$ cat src/rtl/eb_downsize.sv
// Wide-to-narrow stream converter: each accepted DWIDTH word is replayed as
// DWIDTH/OWIDTH beats, least-significant slice first, with t_last carried to the final beat.
module eb_downsize #(
  parameter int DWIDTH = 32,
  parameter int OWIDTH = 8
) (
  input  logic              clk,
  input  logic              rst,
  input  logic [DWIDTH-1:0] t_data,
  input  logic              t_valid,
  input  logic              t_last,
  output logic              t_ready,
  output logic [OWIDTH-1:0] i_data,
  output logic              i_valid,
  output logic              i_last,
  input  logic              i_ready
);

  localparam int RATIO = DWIDTH / OWIDTH;
  localparam int CW    = (RATIO >= 2) ? $clog2(RATIO) : 1;
  localparam logic [CW-1:0] LAST_IDX = CW'(RATIO - 1);

  generate
    if (RATIO < 2 || (DWIDTH % OWIDTH) != 0) begin : g_bad_ratio
      $error("eb_downsize: DWIDTH must be a multiple of OWIDTH with ratio >= 2");
    end
  endgenerate

  logic [DWIDTH-1:0] r_d;
  logic              r_full;
  logic [CW-1:0]     r_cnt;
  logic              r_lst;

  logic w_at_last;
  logic w_load;
  logic w_xfer;

  assign w_at_last = (r_cnt == LAST_IDX);
  // Back-pressure passes straight through: a new word fits only as the last beat leaves.
  assign t_ready   = !r_full | (i_ready & w_at_last);
  assign w_load    = t_valid & t_ready;
  assign w_xfer    = r_full & i_ready;

  assign i_valid = r_full;
  assign i_data  = r_d[OWIDTH-1:0];
  assign i_last  = r_full & r_lst & w_at_last;

  always_ff @(posedge clk or posedge rst) begin
    if (rst) begin
      r_d    <= '0;
      r_full <= 1'b0;
      r_cnt  <= '0;
      r_lst  <= 1'b0;
    end else if (w_load) begin
      r_d    <= t_data;
      r_lst  <= t_last;
      r_cnt  <= '0;
      r_full <= 1'b1;
    end else if (w_xfer) begin
      if (w_at_last) begin
        r_full <= 1'b0;
        r_cnt  <= '0;
      end else begin
        r_d   <= r_d >> OWIDTH;
        r_cnt <= r_cnt + 1'b1;
      end
    end
  end

endmodule
$ cat config.mk
export PLATFORM = sky130hd
export DESIGN_NAME = eb_downsize
export DESIGN_NICKNAME = d
export VERILOG_FILES = /design/src/rtl/eb_downsize.sv
export SDC_FILE = /design/constraint.sdc
export NUM_CORES = 1
export LEC_CHECK = 0
export CORE_UTILIZATION = 45
export CTS_CLUSTER_SIZE = 20
export DETAILED_ROUTE_END_ITERATION = 10
export PLACE_DENSITY = 0.81
export SYNTH_ARGS = -nofsm -noshare
export SYNTH_HDL_FRONTEND = slang
export SYNTH_SLANG_ARGS = --single-unit
export TNS_END_PERCENT = 100
$ cat constraint.sdc
create_clock -name clk -period 4.2 [get_ports clk]
set_input_delay 0.84 -clock clk [delete_from_list [all_inputs] [get_ports clk]]
set_output_delay 0.84 -clock clk [all_outputs]
set_load 0.01 [all_outputs]
==> impl_metrics.toml <==
[timing]
rsz0062_at_grt = "no"
hold_viol_final = 0
fin_ws_ps = 1062
worst_pin_slew_ps = 939.9
finalCritPeriodShare = 0.7471
skew_ps = 8.578
fmax_mhz = 318.7
relSlewSlack = 0.3734
setup_viol = 0
layout_min_cycle_time_ps = 3138
drv_slew = 0
final.setup.tns_ps = 0

[layout]
post-route-util = 0.6043
nets = 259
area_growth_pct = 29.66
final_cell_mix = "inv_1, clkdlybuf4s50_1, dfrtp_1, o22ai_1, a222oi_1"
drive_above_1_share = 0.08559
num_antenna_cells = 0
final_area_sq_mm = 0.002417
final_common_cell = "inv_1"

[global_route]
grt_pass1_vias = 1452
antenna_found_initial = 0
grt_max_degree = 37
grt_pass1_wl_um = 6403
grt.overflow.total = 0
grt.total_usage = 0.1957

[die]
num_io_pins = 48
start_util = 0.4661
row_count = 23
fp.coreArea_sq_mm = 0.004000
die_y_um = 66.37
die_area_sq_mm = 0.004404
die_w_um = 66.37

[synthesis]
ys.warnings.count = 0
yosysSeqAreaShare = 0.4832
ys_types = 25
synth_top_area_cell = "dfrtp_1"
synthCells = 185
syn_avg_cell_area_sq_um = 10.08
synth_fp_nets = 223
synth_area_sq_mm = 0.001864
synthTopCellsByArea = "dfrtp_1, a222oi_1, inv_1"
synth_top_area_share = 0.4832
ys_ff_latch = 36

[clocking]
cts.path.max_buffers = 2
cts_root_buffer = "clkbuf_8"
clk_latency_ps = 280
cts_max_level = 2
cts.sinks = 36
cts_made_buffers = 5
tritoncts = "done"
cts_resized = 0
cts_hold_buffers = 0
post_cts.repair.setup_buffers = 0
clk_pin_slew_ps = 80

[pwr]
worst_ir_drop_vdd_uv = 286.0
p_leak_nw = 1.212
powerDensity_mw_per_mm2 = 638.3

[drt]
drt-total-wl_um = 3819
ant_nets = 0
num_vias = 1518
post_drt_wl_per_cell_um = 14.04
drc = 0
vias_per_cell = 5.581
drtPass1Iterations = 7
first_iter_violations = 157

[worst_setup_path]
cp-end-kind = "primary output"
crit_fanout = 30
path_class = "in -> out"
critPathLaunchType = "input pin"
critPathRequiredTime_ps = 3360
crit_arrival_ps = 2300

[worst_hold_path]
holdCritPathClass = "reg -> reg"

[placed_design]
hpwlAfterDp_um = 2549
place_area_sq_mm = 0.002258
post-place-ws_ps = 1055
place_congestion = 0.7642
port_buffers = 47

[status]
status = "finished clean"

[job]
maxCapViolCount = 0
critical path: stages:
cell	delay (ps)
clkdlybuf4s50_1	450
buf_4	300
a21boi_2	120
inv_1	60
clkdlybuf4s50_1	520
per-stage QoR:
stage / total power (W) / instances / hold WS, ps
3_5_place_dp: 0.001127 / 264 / 492.5
2_1_floorplan: 0.0009930 / 185 / 449.6
6_report: 0.001543 / 272 / 504.3
3_3_place_gp: 0.001094 / 264 / 465.6
4_1_cts: 0.001550 / 272 / 507.4
5_1_grt: 0.001641 / 272 / 509.1
power by group:
group | leakage (nW) | internal, W | switching [W] | total (W)
Clock | 0.0784 | 0.000297 | 0.000126 | 0.000423
Combinational | 0.705 | 0.000279 | 0.000230 | 0.000510
Sequential | 0.429 | 0.000494 | 0.000117 | 0.000610
Total | 1.21 | 0.00107 | 0.000473 | 0.00154
cell usage after synthesis:
library cell and n:
nand2_1 2, o22ai_2 1, mux2_1 1, clkbuf_1 1
dfrtp_1 36, buf_2 5, inv_2 1, nand2b_1 1
inv_1 50, ha_1 1, and3_1 1, nor2b_2 1
o22ai_1 24, nor2_1 2, a222oi_1 24, buf_6 7
a31oi_1 1, or2_2 1, a22o_1 8, buf_1 1
a21boi_2 1, o31ai_1 1, buf_4 9, nor2b_1 3
o21ai_1 2
layout make-up:
cell class                      instances  area [sq um]
Sequential cell                        36         900.9
Tap cell                               50         62.56
Inverter                               51         191.4
Timing Repair Buffer                   52         508.0
Clock buffer                            5         68.82
Fill cell                             345          1583
Clock inverter                          3         90.09
Multi-Input combinational cell         75         595.6
logic make-up after synthesis:
logic type / Yosys count / synth area share
AOI/OAI and AO/OA: 62 / 0.2725
adders and majority gates: 1 / 0.006710
buffers and inverters: 74 / 0.1986
DFF: 36 / 0.4832
muxes: 1 / 0.006040
and+or+nand+nor: 11 / 0.03290
flip-flops by register name, summed over array words and instances (netlist names):
name and flops:
r_d 32, r_cnt 2, i_valid 1, r_lst 1
path summary, 6_finish.rpt:
path,start,end,slack (ps),cells past startpoint
worst min register to register,r_cnt[0],r_cnt[0],500,1
worst min-delay path,r_cnt[0],r_cnt[0],500,1
max in group asynchronous,rst,r_d[24],2920,3
worst max register to register,r_cnt[0],r_d[10],2160,4
worst max-delay path,i_ready,t_ready,1060,5
min in group asynchronous,rst,r_d[2],950,3
metal layers:
layer  wire [um]  GRT usage  up-vias
met5           0          0        -
met4          38    0.08777        0
met3         178    0.03793        2
met2        1913     0.3176       49
met1        1688     0.2517      733
li1            -          -      734
Note: power is estimated with default switching activity, not from simulation.
